### config.mk
export PLATFORM = sky130hd
export DESIGN_NAME = store_align_unit_flat
export DESIGN_NICKNAME = d
export VERILOG_FILES = /design/src/rtl/store_align_unit_pkg.sv /design/src/rtl/store_align_unit_if.sv /design/src/rtl/store_align_unit_lane_align.sv /design/src/rtl/store_align_unit.sv /design/src/flat_wrapper.sv
export SDC_FILE = /design/constraint.sdc
export NUM_CORES = 1
export LEC_CHECK = 0
export BUFFER_PORTS_ARGS = -buffer_cell sky130_fd_sc_hd__buf_4
export CAP_MARGIN = 15
export CORE_AREA = 2 2 129 163
export CTS_BUF_LIST = sky130_fd_sc_hd__clkbuf_4 sky130_fd_sc_hd__clkbuf_8
export CTS_CLUSTER_DIAMETER = 150
export DETAILED_ROUTE_END_ITERATION = 12
export DIE_AREA = 0 0 131 165
export SLEW_MARGIN = 20
export SYNTH_ARGS = -nofsm -noshare
export SYNTH_HDL_FRONTEND = slang
export SYNTH_SLANG_ARGS = --single-unit
### constraint.sdc
create_clock -name clk -period 2.4 [get_ports clk]
set_clock_uncertainty 0.15 [all_clocks]
set_input_delay 0.12 -clock clk [delete_from_list [all_inputs] [get_ports clk]]
set_output_delay 0.12 -clock clk [all_outputs]
set_load 0.05 [all_outputs]
### src/rtl/store_align_unit_pkg.sv
// Shared definitions for the store alignment path: funct3 encodings,
// FSM states and per-size base byte enables.
package store_pkg;

    localparam logic [2:0] F3_SB = 3'b000;
    localparam logic [2:0] F3_SH = 3'b001;
    localparam logic [2:0] F3_SW = 3'b010;

    localparam logic [3:0] BE_SB = 4'b0001;
    localparam logic [3:0] BE_SH = 4'b0011;
    localparam logic [3:0] BE_SW = 4'b1111;

    typedef enum logic [1:0] {
        IDLE  = 2'd0,
        BEAT0 = 2'd1,
        BEAT1 = 2'd2
    } state_e;

endpackage : store_pkg

### src/rtl/store_align_unit_if.sv
// Request and data-memory signals of the store alignment unit.
// slave is the unit's view; master is the pipeline/memory side.
interface store_align_unit_if #(
    parameter int ADDR_W = 32
);
    logic              req_valid;
    logic              req_ready;
    logic [ADDR_W-1:0] req_addr;
    logic [31:0]       req_wdata;
    logic [2:0]        req_funct3;
    logic              mem_valid;
    logic              mem_ready;
    logic [ADDR_W-1:0] mem_addr;
    logic [31:0]       mem_wdata;
    logic [3:0]        mem_be;
    logic              busy;
    logic              done;
    logic              fault;

    modport slave (
        input  req_valid, req_addr, req_wdata, req_funct3, mem_ready,
        output req_ready, mem_valid, mem_addr, mem_wdata, mem_be, busy, done, fault
    );

    modport master (
        output req_valid, req_addr, req_wdata, req_funct3, mem_ready,
        input  req_ready, mem_valid, mem_addr, mem_wdata, mem_be, busy, done, fault
    );
endinterface : store_align_unit_if

### src/rtl/store_align_unit_lane_align.sv
// Combinational lane shifter: byte enables and data for beat 0 or beat 1
// of a store at byte offset k, plus split/illegal classification.
module store_lane_align
    import store_pkg::*;
(
    input  logic [2:0]  funct3_i,
    input  logic [1:0]  k_i,
    input  logic        beat_i,
    input  logic [31:0] wdata_i,
    output logic [3:0]  be_o,
    output logic [31:0] data_o,
    output logic        split_o,
    output logic        illegal_o
);

    logic [3:0]  base_be;
    logic [31:0] data_sized;
    logic [7:0]  be_wide;
    logic [63:0] data_wide;

    // NOTE: every output of a combinational block gets a default first so no latch is inferred.
    always_comb begin
        base_be    = 4'b0000;
        data_sized = 32'h0;
        split_o    = 1'b0;
        illegal_o  = 1'b0;
        case (funct3_i)
            F3_SB: begin
                base_be    = BE_SB;
                data_sized = {24'h0, wdata_i[7:0]};
            end
            F3_SH: begin
                base_be    = BE_SH;
                data_sized = {16'h0, wdata_i[15:0]};
                split_o    = (k_i == 2'd3);
            end
            F3_SW: begin
                base_be    = BE_SW;
                data_sized = wdata_i;
                split_o    = (k_i != 2'd0);
            end
            default: illegal_o = 1'b1;
        endcase
    end

    // Shifting into a double-width field yields both beats at once: the low half
    // is beat 0, the high half is what spills into the next word (beat 1).
    assign be_wide   = {4'b0000, base_be} << k_i;
    assign data_wide = {32'h0, data_sized} << {k_i, 3'b000};

    assign be_o   = beat_i ? be_wide[7:4]     : be_wide[3:0];
    assign data_o = beat_i ? data_wide[63:32] : data_wide[31:0];

endmodule : store_lane_align

### src/rtl/store_align_unit.sv
// Store alignment unit: accepts SB/SH/SW from MEM, issues one or two
// word-aligned beats to data memory over valid/ready, reports done/fault.
module store_align_unit
    import store_pkg::*;
#(
    parameter bit SPLIT_MISALIGNED = 1'b1,
    parameter int ADDR_W           = 32
) (
    input  logic               clk,
    input  logic               rst,
    store_align_unit_if.slave  bus
);

    state_e            state_q, state_d;
    logic [2:0]        funct3_q, funct3_d;
    logic [1:0]        k_q, k_d;
    logic [31:0]       wdata_q, wdata_d;
    logic              split_q, split_d;
    logic              mem_valid_q, mem_valid_d;
    logic [ADDR_W-1:0] mem_addr_q, mem_addr_d;
    logic [31:0]       mem_wdata_q, mem_wdata_d;
    logic [3:0]        mem_be_q, mem_be_d;
    logic              done_q, done_d;
    logic              fault_q, fault_d;

    logic        idle;
    logic [2:0]  al_funct3;
    logic [1:0]  al_k;
    logic [31:0] al_wdata;
    logic [3:0]  al_be;
    logic [31:0] al_data;
    logic        al_split;
    logic        al_illegal;

    assign idle = (state_q == IDLE);

    // In IDLE the aligner classifies the incoming request for beat 0; afterwards
    // it works on the captured request to produce beat 1.
    assign al_funct3 = idle ? bus.req_funct3   : funct3_q;
    assign al_k      = idle ? bus.req_addr[1:0] : k_q;
    assign al_wdata  = idle ? bus.req_wdata    : wdata_q;

    store_lane_align u_lane_align (
        .funct3_i  (al_funct3),
        .k_i       (al_k),
        .beat_i    (!idle),
        .wdata_i   (al_wdata),
        .be_o      (al_be),
        .data_o    (al_data),
        .split_o   (al_split),
        .illegal_o (al_illegal)
    );

    always_comb begin
        state_d     = state_q;
        funct3_d    = funct3_q;
        k_d         = k_q;
        wdata_d     = wdata_q;
        split_d     = split_q;
        mem_valid_d = mem_valid_q;
        mem_addr_d  = mem_addr_q;
        mem_wdata_d = mem_wdata_q;
        mem_be_d    = mem_be_q;
        done_d      = 1'b0;
        fault_d     = 1'b0;

        case (state_q)
            IDLE: begin
                if (bus.req_valid) begin
                    if (al_illegal || (al_split && !SPLIT_MISALIGNED)) begin
                        fault_d = 1'b1;
                    end else begin
                        state_d     = BEAT0;
                        funct3_d    = bus.req_funct3;
                        k_d         = bus.req_addr[1:0];
                        wdata_d     = bus.req_wdata;
                        split_d     = al_split;
                        mem_valid_d = 1'b1;
                        mem_addr_d  = {bus.req_addr[ADDR_W-1:2], 2'b00};
                        mem_wdata_d = al_data;
                        mem_be_d    = al_be;
                    end
                end
            end
            BEAT0: begin
                if (bus.mem_ready) begin
                    if (split_q) begin
                        state_d     = BEAT1;
                        mem_addr_d  = mem_addr_q + ADDR_W'(4);
                        mem_wdata_d = al_data;
                        mem_be_d    = al_be;
                    end else begin
                        state_d     = IDLE;
                        mem_valid_d = 1'b0;
                        done_d      = 1'b1;
                    end
                end
            end
            BEAT1: begin
                if (bus.mem_ready) begin
                    state_d     = IDLE;
                    mem_valid_d = 1'b0;
                    done_d      = 1'b1;
                end
            end
            default: begin
                state_d     = IDLE;
                mem_valid_d = 1'b0;
            end
        endcase
    end

    // NOTE: sequential state uses non-blocking assignments so all registers update together at the edge.
    always_ff @(posedge clk) begin
        if (rst) begin
            state_q     <= IDLE;
            funct3_q    <= 3'b000;
            k_q         <= 2'b00;
            wdata_q     <= 32'h0;
            split_q     <= 1'b0;
            mem_valid_q <= 1'b0;
            mem_addr_q  <= '0;
            mem_wdata_q <= 32'h0;
            mem_be_q    <= 4'b0000;
            done_q      <= 1'b0;
            fault_q     <= 1'b0;
        end else begin
            state_q     <= state_d;
            funct3_q    <= funct3_d;
            k_q         <= k_d;
            wdata_q     <= wdata_d;
            split_q     <= split_d;
            mem_valid_q <= mem_valid_d;
            mem_addr_q  <= mem_addr_d;
            mem_wdata_q <= mem_wdata_d;
            mem_be_q    <= mem_be_d;
            done_q      <= done_d;
            fault_q     <= fault_d;
        end
    end

    assign bus.req_ready = idle;
    assign bus.busy      = !idle;
    assign bus.mem_valid = mem_valid_q;
    assign bus.mem_addr  = mem_addr_q;
    assign bus.mem_wdata = mem_wdata_q;
    assign bus.mem_be    = mem_be_q;
    assign bus.done      = done_q;
    assign bus.fault     = fault_q;

endmodule : store_align_unit

### src/flat_wrapper.sv
// flat-port wrapper written by rule: the top's interface ports become plain ports
module store_align_unit_flat import store_pkg::*;
#(
    parameter bit SPLIT_MISALIGNED = 1'b1,
    parameter int ADDR_W           = 32
)
  (clk, rst, bus_req_valid, bus_req_addr, bus_req_wdata, bus_req_funct3, bus_mem_ready, bus_req_ready, bus_mem_valid, bus_mem_addr, bus_mem_wdata, bus_mem_be, bus_busy, bus_done, bus_fault);
  store_align_unit_if #(.ADDR_W(ADDR_W)) bus_i ();
  input  logic clk;
  input  logic rst;
  input wire logic [$bits(bus_i.req_valid)-1:0] bus_req_valid;
  input wire logic [$bits(bus_i.req_addr)-1:0] bus_req_addr;
  input wire logic [$bits(bus_i.req_wdata)-1:0] bus_req_wdata;
  input wire logic [$bits(bus_i.req_funct3)-1:0] bus_req_funct3;
  input wire logic [$bits(bus_i.mem_ready)-1:0] bus_mem_ready;
  output wire logic [$bits(bus_i.req_ready)-1:0] bus_req_ready;
  output wire logic [$bits(bus_i.mem_valid)-1:0] bus_mem_valid;
  output wire logic [$bits(bus_i.mem_addr)-1:0] bus_mem_addr;
  output wire logic [$bits(bus_i.mem_wdata)-1:0] bus_mem_wdata;
  output wire logic [$bits(bus_i.mem_be)-1:0] bus_mem_be;
  output wire logic [$bits(bus_i.busy)-1:0] bus_busy;
  output wire logic [$bits(bus_i.done)-1:0] bus_done;
  output wire logic [$bits(bus_i.fault)-1:0] bus_fault;
  assign bus_i.req_valid = bus_req_valid;
  assign bus_i.req_addr = bus_req_addr;
  assign bus_i.req_wdata = bus_req_wdata;
  assign bus_i.req_funct3 = bus_req_funct3;
  assign bus_i.mem_ready = bus_mem_ready;
  assign bus_req_ready = bus_i.req_ready;
  assign bus_mem_valid = bus_i.mem_valid;
  assign bus_mem_addr = bus_i.mem_addr;
  assign bus_mem_wdata = bus_i.mem_wdata;
  assign bus_mem_be = bus_i.mem_be;
  assign bus_busy = bus_i.busy;
  assign bus_done = bus_i.done;
  assign bus_fault = bus_i.fault;
  store_align_unit #(.SPLIT_MISALIGNED(SPLIT_MISALIGNED), .ADDR_W(ADDR_W)) u_core (.clk(clk), .rst(rst), .bus(bus_i));
endmodule
==> out/summary.txt <==
status -> finished clean
YS warnings -> 0
Critical Path Max Stage Delay -> 420 ps
Max Clock Freq -> 433.6 MHz
post-synthesis register bit count -> 109
wire length of the first global-routing pass -> 36.27 mm
setup violators final -> 0
share of layout cells above drive strength 1 -> 27.60%
worst-path fanout max -> 11
Clock Pin Slew Worst Setup and Hold Paths -> 110 ps
area grow syn2layout -> 42.15%
Clock Sink Count -> 109
nets -> 1128
Layout Cells excl Fill -> 1328
gr usage total -> 21.59%
clk buf depth -> 2
H-Tree Depth -> 3
diode count -> 0
Slew HR -> 53.09%
Placed Area -> 8138 um2
dominant cell type by area after synthesis -> dfxtp_1
CP endpoint kind -> register
vias per inst -> 5.495
VDD IR max -> 503.3 uV
worst r2r path cells -> 9
post-synthesis async set-or-reset flop share -> 0%
Worst path most repeated cell -> buf_4
CP Data Required Time -> 2580 ps
worst min path class -> in -> reg
Pwr Density -> 1178 nW/um2
Critical path buffers and inverters -> 3
CP delay by family, top -> simple AND/OR/NAND/NOR gates
Arr. time, crit path -> 2480 ps
Die H -> 165 um
Cells after Synth -> 819
CTS tree -> built
HPWL after DPL -> 17.71 mm
io pins -> 144
CP Depth -> 9
Slowest cell on crit path -> or3_4
RSZ-0062 raised after global routing -> yes
via count -> 7297
Core ar. -> 19960 um2
startpoint types -> register
sequential share of the synthesized area -> 34.48%
Post-synth EDFFs -> 0
placed cells -> 1251
antenna-violating nets left -> 0
most instantiated library cell after synthesis -> nand2_1
1st-pass router iterations -> 6
Die Wd -> 131 um
crit-path cells -> inv_1 -> ha_4 -> buf_4 -> nor4b_4 -> buf_4 -> nor2_4 -> or3_4 -> o221a_1 -> o21ai_0
initial antenna violation count -> 0
part of the cycle the worst path needs -> 96.09%
worst slew pin tran -> 694.2 ps
number of placement rows -> 58
final hold violations -> 0
Synth Area per Inst -> 7.727 um2
GRT overflow -> 0
Tmin final -> 2306 ps
Final Wtd Congestion -> 0.9335
area share of the largest cell type after synthesis -> 34.48%
CTS Root Cell -> clkbuf_8
DRC violations left -> 0
top cells by count, synth -> nand2_1 (126), dfxtp_1 (109), nor2_1 (85)
CTS buffer count -> 9
largest net degree at the start of global routing -> 46
vias in the first global route -> 6766
hold-critical path depth -> 4
Post-Route WL -> 23.92 mm
clk_lat worst skew -> 390 ps
Synth Cell Area -> 6329 um2
Final Max Tran Viols -> 0
Iter 0 DRT Violations -> 593
Setup CP Type -> reg -> reg
DR WL/cell -> 18.01 um
I/O Buffers -> 141
Synth area leaders -> dfxtp_1 (34%), nand2_1 (7.5%), a21oi_1 (6.2%)
post-synth cell types -> 72
starting density of the core -> 31.71%
Die Area -> 21620 um2
fin area -> 8996 um2
dominant synthesized flop cell -> dfxtp_1
Max-Cap Viols -> 0
cell leakage power -> 3.605 nW
-- cell families after synthesis --
| kind of cell | after synthesis | synth area share [%] |
|---|---|---|
| simple gates | 360 | 28.13 |
| flops | 109 | 34.48 |
| fa+ha+maj | 4 | 0.7909 |
| other cells | 1 | 0.05926 |
| mux | 40 | 6.742 |
| xor+xnor | 2 | 0.2768 |
| compound gates | 231 | 24.61 |
| buf+inv | 72 | 4.903 |
-- per-layer routing --
layer	track usage [%]	vias up	wire length, um
met5	0	-	0
met4	8.994	0	774
met3	2.689	44	1526
met2	38.08	334	11940
met1	26.19	3414	9674
li1	-	3505	-
-- final timing paths --
kind	from	to	slack [ps]
max reg2reg	u_core.state_q[0]	u_core.bus.mem_wdata[3]	90
min reg2reg	u_core.wdata_q[0]	u_core.wdata_q[0]	310
min	bus_req_addr[7]	u_core.bus.mem_addr[7]	30
max	u_core.state_q[0]	u_core.bus.mem_wdata[3]	90
-- where the power goes --
group	internal, mW	switching [mW]	total (mW)
clock	0.532	0.723	1.25
sequential	2.25	0.428	2.68
combinational	2.52	4.14	6.67
-- cell usage in the layout (no fill, tap or decap), types with 8 or more instances in the layout --
master / count
clkbuf_8: 10
nor2_1: 84
mux2i_1: 19
a311oi_1: 11
nand2_1: 126
dfxtp_1: 107
nor4_1: 10
a31oi_1: 13
a21oi_1: 79
nand4_1: 15
a211oi_1: 10
mux2_2: 21
o21ai_0: 26
dlygate4sd3_1: 57
and3_1: 8
nor2b_1: 10
nor3_1: 31
a32oi_1: 8
nand2b_1: 8
inv_1: 10
nand3_1: 27
o22ai_1: 9
buf_4: 220
-- worst register-to-register path, stage by stage (launching register included) --
cell     delay, ps
dfxtp_1        380
inv_1          100
ha_4           220
buf_4          160
nor4b_4        230
buf_4          190
nor2_4          60
or3_4          420
o221a_1        270
o21ai_0         70
-- state kept, by name, indices dropped and copies added, names as in the netlist --
signal / count
u_core.bus.done: 1
u_core.bus.fault: 1
u_core.bus.mem_addr: 30
u_core.bus.mem_be: 4
u_core.bus.mem_valid: 1
u_core.bus.mem_wdata: 32
u_core.funct3_q: 3
u_core.k_q: 2
u_core.split_q: 1
u_core.state_q: 2
u_core.wdata_q: 32
-- final cells by class --
cell class	count	area [um2]
flip-flops and latches	109	2185
clock buffers	10	137.6
clock inverters	6	77.57
well taps	270	337.8
multi-input cells	639	3891
repair buffers	283	2325
fillers	2035	10960
inverters	11	42.54
-- what timing repair did --
action,in CTS,in global routing
buffers inserted,0,4
endpoints found under the setup margin,9,26
resized for setup,1,9
hold buffers,57,0
endpoints found under the hold margin,62,0
pin swaps,0,2
-- through the flow --
step | utilization (%) | TNS (ps) | total power [mW] | worst slack, ps | hold slack [ps]
floorplan | - | 0 | 6.800 | 13.49 | 106.0
global placement | 40.78 | 0 | 9.142 | 34.01 | 201.6
detailed placement | 40.78 | -105.4 | 9.172 | -36.93 | 206.9
CTS | 44.72 | 0 | 10.53 | 48.64 | 1.139
global route | 45.08 | -22.98 | 11.21 | -16.36 | 64.43
finish | 45.08 | 0 | 10.60 | 93.93 | 27.96
(Power assumes the default switching activity.)
